File: src/rtl/systolic_int_mac_stream_if.sv
// Pad-side bundle for systolic_int_mac_stream: mode select, load byte stream in, accumulator bytes out.
interface systolic_int_mac_stream_if;
   logic [1:0] mode;
   logic       in_valid;
   logic [7:0] in_byte;
   logic       in_ready;
   logic [7:0] out_byte;
   logic       out_valid;
   logic       busy;
   logic       ovf;

   modport master (
      output mode, in_valid, in_byte,
      input  in_ready, out_byte, out_valid, busy, ovf
   );

   modport slave (
      input  mode, in_valid, in_byte,
      output in_ready, out_byte, out_valid, busy, ovf
   );
endinterface

File: src/rtl/systolic_int_mac_stream.sv
// Byte-serial signed outer-product accumulator: stage A/B bytes, swap into a working copy,
// run one MAC per cycle into N*N accumulators, and stream the accumulators back out bytewise.
module systolic_int_mac_stream #(
   parameter int N  = 4,
   parameter int EW = 8,
   parameter int AW = 24
) (
   input logic                       clk,
   input logic                       rst_n,
   systolic_int_mac_stream_if.slave  bus
);
   localparam int EB  = EW / 8;
   localparam int AB  = AW / 8;
   localparam int LB  = 2 * N * EB;
   localparam int NN  = N * N;
   localparam int RB  = NN * AB;
   localparam int LPW = $clog2(LB);
   localparam int RPW = $clog2(RB);
   localparam int KW  = $clog2(NN);
   localparam int IW  = $clog2(N);

   localparam logic [1:0] M_IDLE  = 2'b00;
   localparam logic [1:0] M_LOAD  = 2'b01;
   localparam logic [1:0] M_READ  = 2'b10;
   localparam logic [1:0] M_CLEAR = 2'b11;

   logic [7:0]           stg [LB];
   logic signed [EW-1:0] wa  [N];
   logic signed [EW-1:0] wb  [N];
   logic [AW-1:0]        acc [NN];
   logic [LPW-1:0]       lptr;
   logic [RPW-1:0]       rptr;
   logic [KW-1:0]        k;
   logic                 full;
   logic                 busy_q;
   logic                 ovf_q;
   logic [7:0]           obyte;
   logic                 ovld;
   logic [1:0]           prev_mode;

   logic                 accept;
   logic                 swap;
   logic                 rd_entry;
   logic signed [EW-1:0] elem [2*N];
   logic [IW-1:0]        mi;
   logic [IW-1:0]        mj;
   logic signed [2*EW-1:0] prod;
   logic [AW:0]          sum;
   logic                 mac_ovf;
   logic [RPW-1:0]       rp;
   logic [RPW-1:0]       rp_next;
   logic [KW-1:0]        ci;
   logic [7:0]           rd_byte;

   assign bus.in_ready  = (bus.mode == M_LOAD) && !full;
   assign bus.out_byte  = obyte;
   assign bus.out_valid = ovld;
   assign bus.busy      = busy_q;
   assign bus.ovf       = ovf_q;

   assign accept = bus.in_valid && bus.in_ready;
   assign swap   = full && !busy_q;

   // Reassemble staged bytes into elements, MSB byte first.
   always_comb begin
      for (int e = 0; e < 2 * N; e++) begin
         elem[e] = '0;
         for (int b = 0; b < EB; b++) begin
            elem[e] = (elem[e] << 8) | EW'(stg[e * EB + b]);
         end
      end
   end

   // One extra sum bit exposes signed overflow as a mismatch of the top two bits.
   always_comb begin
      mi      = IW'(32'(k) / N);
      mj      = IW'(32'(k) % N);
      prod    = wa[mi] * wb[mj];
      sum     = {acc[k][AW-1], acc[k]} + {{(AW + 1 - 2 * EW){prod[2*EW-1]}}, prod};
      mac_ovf = sum[AW] ^ sum[AW-1];
   end

   always_comb begin
      rd_entry = (bus.mode == M_READ) && (prev_mode != M_READ);
      rp       = rd_entry ? '0 : rptr;
      rp_next  = (rp == RPW'(RB - 1)) ? '0 : rp + 1'b1;
      ci       = KW'(32'(rp) / AB);
      rd_byte  = 8'(acc[ci] >> (8 * (AB - 1 - (32'(rp) % AB))));
   end

   always_ff @(posedge clk) begin
      if (!rst_n) begin
         for (int e = 0; e < LB; e++) stg[e] <= '0;
         for (int e = 0; e < N; e++) begin
            wa[e] <= '0;
            wb[e] <= '0;
         end
         for (int e = 0; e < NN; e++) acc[e] <= '0;
         lptr      <= '0;
         rptr      <= '0;
         k         <= '0;
         full      <= 1'b0;
         busy_q    <= 1'b0;
         ovf_q     <= 1'b0;
         obyte     <= '0;
         ovld      <= 1'b0;
         prev_mode <= M_IDLE;
      end else begin
         prev_mode <= bus.mode;
         ovld      <= 1'b0;
         if (bus.mode == M_CLEAR) begin
            for (int e = 0; e < NN; e++) acc[e] <= '0;
            ovf_q  <= 1'b0;
            lptr   <= '0;
            rptr   <= '0;
            full   <= 1'b0;
            busy_q <= 1'b0;
            k      <= '0;
         end else begin
            if (accept) begin
               stg[lptr] <= bus.in_byte;
               if (lptr == LPW'(LB - 1)) begin
                  lptr <= '0;
                  full <= 1'b1;
               end else begin
                  lptr <= lptr + 1'b1;
               end
            end
            // accept needs !full, so it never collides with a swap
            if (swap) begin
               for (int e = 0; e < N; e++) begin
                  wa[e] <= elem[e];
                  wb[e] <= elem[N + e];
               end
               full   <= 1'b0;
               busy_q <= 1'b1;
               k      <= '0;
            end else if (busy_q) begin
               acc[k] <= sum[AW-1:0];
               if (mac_ovf) ovf_q <= 1'b1;
               if (k == KW'(NN - 1)) begin
                  busy_q <= 1'b0;
                  k      <= '0;
               end else begin
                  k <= k + 1'b1;
               end
            end
            if (bus.mode == M_READ) begin
               if (!busy_q) begin
                  obyte <= rd_byte;
                  ovld  <= 1'b1;
                  rptr  <= rp_next;
               end else if (rd_entry) begin
                  rptr <= '0;
               end
            end
         end
      end
   end
endmodule
File: src/flat_wrapper.sv
// flat-port wrapper written by rule: the top's interface ports become plain ports
module systolic_int_mac_stream_flat 
#(
   parameter int N  = 4,
   parameter int EW = 8,
   parameter int AW = 24
)
  (clk, rst_n, bus_mode, bus_in_valid, bus_in_byte, bus_in_ready, bus_out_byte, bus_out_valid, bus_busy, bus_ovf);
  systolic_int_mac_stream_if bus_i ();
  input logic clk;
  input logic rst_n;
  input wire logic [$bits(bus_i.mode)-1:0] bus_mode;
  input wire logic [$bits(bus_i.in_valid)-1:0] bus_in_valid;
  input wire logic [$bits(bus_i.in_byte)-1:0] bus_in_byte;
  output wire logic [$bits(bus_i.in_ready)-1:0] bus_in_ready;
  output wire logic [$bits(bus_i.out_byte)-1:0] bus_out_byte;
  output wire logic [$bits(bus_i.out_valid)-1:0] bus_out_valid;
  output wire logic [$bits(bus_i.busy)-1:0] bus_busy;
  output wire logic [$bits(bus_i.ovf)-1:0] bus_ovf;
  assign bus_i.mode = bus_mode;
  assign bus_i.in_valid = bus_in_valid;
  assign bus_i.in_byte = bus_in_byte;
  assign bus_in_ready = bus_i.in_ready;
  assign bus_out_byte = bus_i.out_byte;
  assign bus_out_valid = bus_i.out_valid;
  assign bus_busy = bus_i.busy;
  assign bus_ovf = bus_i.ovf;
  systolic_int_mac_stream #(.N(N), .EW(EW), .AW(AW)) u_core (.clk(clk), .rst_n(rst_n), .bus(bus_i));
endmodule
File: config.mk
export PLATFORM = sky130hd
export DESIGN_NAME = systolic_int_mac_stream_flat
export DESIGN_NICKNAME = d
export VERILOG_FILES = /design/src/rtl/systolic_int_mac_stream_if.sv /design/src/rtl/systolic_int_mac_stream.sv /design/src/flat_wrapper.sv
export SDC_FILE = /design/constraint.sdc
export NUM_CORES = 1
export LEC_CHECK = 0
export CAP_MARGIN = 15
export CORE_MARGIN = 5
export CORE_UTILIZATION = 45
export CTS_CLUSTER_DIAMETER = 200
export CTS_CLUSTER_SIZE = 14
export DETAILED_ROUTE_END_ITERATION = 8
export HOLD_SLACK_MARGIN = 0.05
export PLACE_DENSITY = 0.6
export SETUP_SLACK_MARGIN = 0.5
export SLEW_MARGIN = 20
export SYNTH_ARGS = -nofsm -noshare
export SYNTH_HDL_FRONTEND = slang
export SYNTH_SLANG_ARGS = --single-unit
export TNS_END_PERCENT = 5
File: constraint.sdc
create_clock -name clk -period 13.5 [get_ports clk]
set_clock_uncertainty 0.2 [all_clocks]
set_input_delay 3.375 -clock clk [delete_from_list [all_inputs] [get_ports clk]]
set_output_delay 3.375 -clock clk [all_outputs]
set_load 0.01 [all_outputs]
# Word level (Yosys, flattened, before mapping)
# Memory sizes are Yosys's and may differ from the RTL's. A register that Yosys moved wholly into a read port is not among the register bits.
# Index checks and enable logic that the tools add are counted.
# word_totals
word_cells,135
ramBits,512
out_inout_bits,12
ff_bits,27
memories,4
# mem_list
memory,depth,width,read_ports,rd_clocked_by_memory_dff,wr,line_no,text
u_core.acc,16,24,2,1,16,systolic_int_mac_stream.sv:30,logic [AW-1:0] acc [NN];
u_core.stg,8,8,8,0,8,systolic_int_mac_stream.sv:27,logic [7:0] stg [LB];
u_core.wa,4,8,1,1,4,systolic_int_mac_stream.sv:28,logic signed [EW-1:0] wa [N];
u_core.wb,4,8,1,1,4,systolic_int_mac_stream.sv:29,logic signed [EW-1:0] wb [N];
# op_classes
n_mul,1
shift,1
reduce_logical,14
add_sub_neg,5
muxes,62
n_eq_ne,7
bitwise_logic,30
div,2
# ops
op,count
24-bit two-way mux,17
8-bit two-way mux,9
"6-bit by 2-bit divider with 32-bit output, second input constant",1
"6-bit by 2-bit remainder unit with 32-bit output, second input constant",1
24-bit by 32-bit >> shifter with 8-bit output,1
"2-bit by 29-bit subtractor with 29-bit output, first input constant",1
24-bit by 16-bit adder with 25-bit output,1
1-bit bitwise OR,24
24-bit OR reduction,1
1-bit two-way mux,23
6-bit two-way mux,3
8-bit by 8-bit multiplier with 16-bit output,1
4-bit two-way mux,4
2-bit two-way mux,4
8-bit OR reduction,1
"6-bit by 1-bit adder with 6-bit output, second input constant",1
"6-bit equality test, second input constant",1
3-bit two-way mux,2
3-bit AND reduction,2
3-bit OR reduction,2
1-bit inverter,5
"4-bit by 1-bit adder with 4-bit output, second input constant",1
"2-bit equality test, second input constant",2
"4-bit equality test, second input constant",1
other kinds (9),13

# Logic depth before layout (Yosys ltp)
# logic_depth
ltp_word,9
mapped_depth,36

# Worst setup path after synthesis
# No wires, ideal clock.
# synth_timing
path_type,in2reg
startpoint,in bus_mode[1]
endpoint,reg u_core.obyte[1] (netlist: u_core.bus.out_byte[1])
n_path_buf,7
arrival_ps,9880
setup_time_ps,150
slack_ps,3269
required_time_ps,13150
path_stages,34
path_cell_list,nor2b_1 buf_2 nand2_1 and2_1 ha_1 ha_1 nor2b_1 buf_2 or3_4 mux2i_4 o21ai_2 nor4_1 or2_2 inv_1 ha_1 clkbuf_1 a211o_1 nor4_1 buf_2 xnor2_1 inv_1 ha_1 nor2_1 mux2_4 nand3_2 or2_1 buf_4 buf_6 buf_4 a211oi_1 a311oi_1 a31o_2 a222oi_1 a221oi_1
# synth_via
elab_chain_cells,6
elab_cells_between_ends,11
classes_between,1 x add/sub; 2 x div; 2 x eq/ne; 1 x shift; 1 x mux; 1 x bitwise; 2 x reduce/logical; 1 x memory
# synth_lines
item,line_no,text
start: declaration,flat_wrapper.sv:12,input wire logic [$bits(bus_i.mode)-1:0] bus_mode;
2-bit equality test,"systolic_int_mac_stream.sv:84, systolic_int_mac_stream.sv:148",
1-bit logical AND,systolic_int_mac_stream.sv:84,rd_entry = (bus.mode == M_READ) && (prev_mode != M_READ);
6-bit two-way mux,--,
6-bit by 2-bit remainder unit with 32-bit output or 6-bit by 2-bit divider with 32-bit output (tied branches),"systolic_int_mac_stream.sv:88, systolic_int_mac_stream.sv:87",
2-bit by 29-bit subtractor with 29-bit output or memory 16 x 24 bit (tied branches),--,
24-bit by 32-bit >> shifter with 8-bit output,systolic_int_mac_stream.sv:88,rd_byte = 8'(acc[ci] >> (8 * (AB - 1 - (32'(rp) % AB))));
end signal: assignment,systolic_int_mac_stream.sv:150,obyte <= rd_byte;
end: declaration,systolic_int_mac_stream.sv:37,logic [7:0] obyte;
# Parallel ways exist; a longest one is shown, timed or not.
# A chain may end at the register's enable or synchronous reset.

# Worst setup path in the final report
# layout_timing
startpoint,in bus_mode[0]
endpoint,reg u_core.obyte[4] (netlist: u_core.bus.out_byte[4])
# Same word-level chain as after synthesis.

==> metrics.md <==
| Metric | Value |
|---|---|
| Fin. Hold Viols | 0 |
| Worst EP required | 13790 ps |
| IO Port Bufs | 24 |
| CP max FO | 74 |
| Number of synthesized flops with an enable pin | 512 |
| # IOs | 25 |
| Synth Area in Adders | 9.487% |
| Routed Antenna Nets | 0 |
| Std-Cell Rows | 98 |
| Cts hold-fix bufs | 0 |
| Syn Nets | 3035 |
| FF+latch area | about 16000 sq um |
| CTS tree | done |
| Max-slew violation count | 0 |
| Drt wl/cell | 26.30 um |
| Detailed Routing Iterations Pass 1 | 8 |
| Yosys warns | 0 |
| Critical path buffers and inverters | 6 |
| Distinct cell type count after synthesis | 81 |
| Flop and latch count out of synthesis | 543 |
| Area growth, synth to finish | 8.375% |
| CTS clk-pin slew, worst paths | about 70 ps |
| Hpwl dp | roughly 63 mm |
| ANT cells | 0 |
| Floorplan Core Area | between 70000 and 80000 sq um |
| Syn_area_per_cell | around 11 sq um |
| DP Cell Count | 3712 |
| Chip width | 278.4 um |
| Most frequent cells in the layout | edfxtp_1, nor2_1, nand2_1, inv_1, and2_1 |
| Largest family of logic cells by synthesized area | simple AND/OR/NAND/NOR gates |
| H-tree Lvls | 2 |
| CP top delay family | simple AND/OR/NAND/NOR gates |
| Least-Margin Pin Slew | around 1100 ps |
| Max IR drop VDD | about 0.13 mV |
| Final TNS setup | 0 ps |
| Initial Util | 45.35% |
| Status | finished, final reports clean |
| Crit path max-delay cell type | buf_4 |
| Routability cong. | 0.8850 |
| Remaining DRCs | 0 |
| Synth Flop Type | edfxtp_1 |
| Postcts setup bufs | 0 |
| Layout Nets | 3003 |
| Crit path kind | primary input to register |
| Number of fill cells | 6339 |
| Via count | 23240 |
| Share of layout cells above drive strength 1 | 11.54% |
| Root Driver | clkbuf_16 |
| Commonest non-fill, non-tap cell in the layout | edfxtp_1 |
| Synth Instances | 2841 |
| Number of vias per cell | 6.126 |
| Async S/R FF share, synth | 0% |
| Startpoint types | primary input |
| Synth Area in XOR/XNOR | 1.027% |
| RSZ-0062 raised after global routing | false |
| WL final | between 90 and 100 mm |
| Sequential share of the synthesized area | 49.34% |
| Cell repeated most along the worst path | buf_4 |
| First-pass GRT wire length | 148.9 mm |
| Power density cells | 117.8 nW/um^2 |
| Crit end category | register |
| Die Y | 278.4 um |
| Gr ovfl total | 0 |
| TritonCTS buffer count | between 40 and 50 |
| Hold crit path type | register to register |
| Clock tree sinks | 543 |
| Max-cap viol count | 0 |
| Mux contribution to synthesized area | 10.31% |
| Clock latency at the later pin of the worst-skew pair | 610 ps |
| Resize count post-CTS | 0 |
| Simple-gate area share of the yosys netlist | 16.85% |
| Die Area | 77510 sq um |
| Leak pwr | roughly 13 nW |
| Synthesized cell area | roughly 32000 sq um |
| Largest net degree at the start of global routing | 75 |
| Area occupied by multi-input gates | 15030 sq um |
| Post-layout min period | 11800 ps |
| Peak Freq | 84.74 MHz |
| Synth Area in Compound Gates | under 10% |
| Vias in the first global route | 23570 |
| Critical Path Max Stage Delay | 810 ps |
| Longest Clk Path Bufs | 3 |
| Final cell count without fillers | 3793 |
| Initial antenna violation count | 1 |
| CP arrival | 12090 ps |
| Final setup violation count | 0 |
| Tcrit/Tclk final | 87.41% |
| Rel. slew slack | 24.02% |
| Total track usage | 25.28% |
| Initial detailed-routing violation count | 2657 |
## logic make-up (layout without fill, tap and decap cells)
group / count (synthesis) / count (layout)
muxes: 162 / 162
adders and majority gates: 181 / 181
xor gates and xnor gates: 38 / 38
AOI/OAI and AO/OA: 359 / 359
and+or+nand+nor: 1172 / 1172
buffers and inverters: 386 / 388
DFF: 543 / 543
## worst paths after layout
kind                                                   from                             endpoint  slack (ps)  cells past startpoint
worst max register to register                     register          u_core.bus.ovf$_SDFFE_PP0P_        4510                     29
worst min-delay path            u_core.rptr[5]$_SDFFE_PP0P_          u_core.rptr[5]$_SDFFE_PP0P_         270                      2
worst min register to register  u_core.rptr[5]$_SDFFE_PP0P_          u_core.rptr[5]$_SDFFE_PP0P_         270                      2
worst max-delay path                            bus_mode[0]  u_core.bus.out_byte[4]$_SDFFE_PN0P_        1700                     28
## synth_stat cells (6+ instances only)
library cell  number  share of area, %
mux4_2           136               9.4
dfxtp_1           31               1.9
clkbuf_1         134               1.6
and3_1            79               1.5
o21ai_1            8              0.12
a31o_1             6              0.16
and2_1           192               3.7
buf_2             29              0.45
nor2b_1            9              0.17
o31ai_1            7              0.16
a211oi_1          79               1.8
a31oi_1            9              0.17
a21oi_1           49              0.76
a311oi_1          24              0.65
ha_1              73               2.8
nand2_1          347               4.0
inv_1            194               2.2
edfxtp_1         512                47
o22ai_1           11              0.21
xor2_1            15              0.41
nand2b_1          22              0.42
a221oi_1           7              0.19
a311o_1           16              0.49
a31o_2             9              0.24
a2bb2oi_1         24              0.65
mux2i_1           22              0.68
fa_1             108               6.7
nor2_1           354               4.1
xnor2_1           23              0.62
buf_1             16              0.19
buf_4              9              0.21
nor4_1             6              0.12
nor3_1            74               1.1
a211o_1           16              0.43
o21ai_0           40              0.62
nand3_1           58              0.90
## stage by stage
step	total power, mW	setup WS, ps	utilization, %	area, sq um	hold slack [ps]
5_1_grt	4.315	1223	49.15	35130	290.7
4_1_cts	4.158	1847	49.10	35100	267.2
3_5_place_dp	2.939	1245	47.35	33850	256.1
6_report	4.140	1699	49.15	35130	270.2
2_1_floorplan	2.592	3269	-	32420	232.1
3_3_place_gp	2.922	1503	47.33	33840	248.5
## worst min-delay path, cell delays in order, from the launching register on
cell,delay [ps]
dfxtp_1,310
nand2_1,50
a21oi_1,50
## layout make-up
cell class | count | share of cell area, %
Inverter | 196 | 2.094
Clock inverter | 3 | 0.08547
Sequential cell | 543 | 45.56
Timing Repair Buffer | 112 | 2.621
Clock buffer | 77 | 3.487
Tap cell | 950 | 3.383
Multi-Input combinational cell | 1912 | 42.77
## routing by layer
| layer | GRT usage [%] | vias to the layer above | wire [um] |
|---|---|---|---|
| met5 | 0 | - | 0 |
| met4 | 12.40 | 0 | 5839 |
| met3 | 4.060 | 257 | 9081 |
| met2 | 39.57 | 1236 | 45110 |
| met1 | 34.66 | 11650 | 39740 |
| li1 | - | 10100 | - |
## sequential cells by signal, summed over array words and instances, names as in the netlist, named ones only
name	cells
u_core.k	4
u_core.wa	32
u_core.stg	64
u_core.wb	32
u_core.acc	384
u_core.rptr	6
u_core.bus.ovf	1
u_core.lptr	3
u_core.full	1
u_core.bus.out_valid	1
u_core.bus.out_byte	8
u_core.bus.busy	1
u_core.prev_mode	2
## power by group
group	internal (mW)	switching, mW	leakage (nW)
Combinational	0.299	0.644	7.19
Clock	0.616	0.614	0.597
Sequential	1.92	0.0412	5.53
Power figures use the tool's default switching activity.
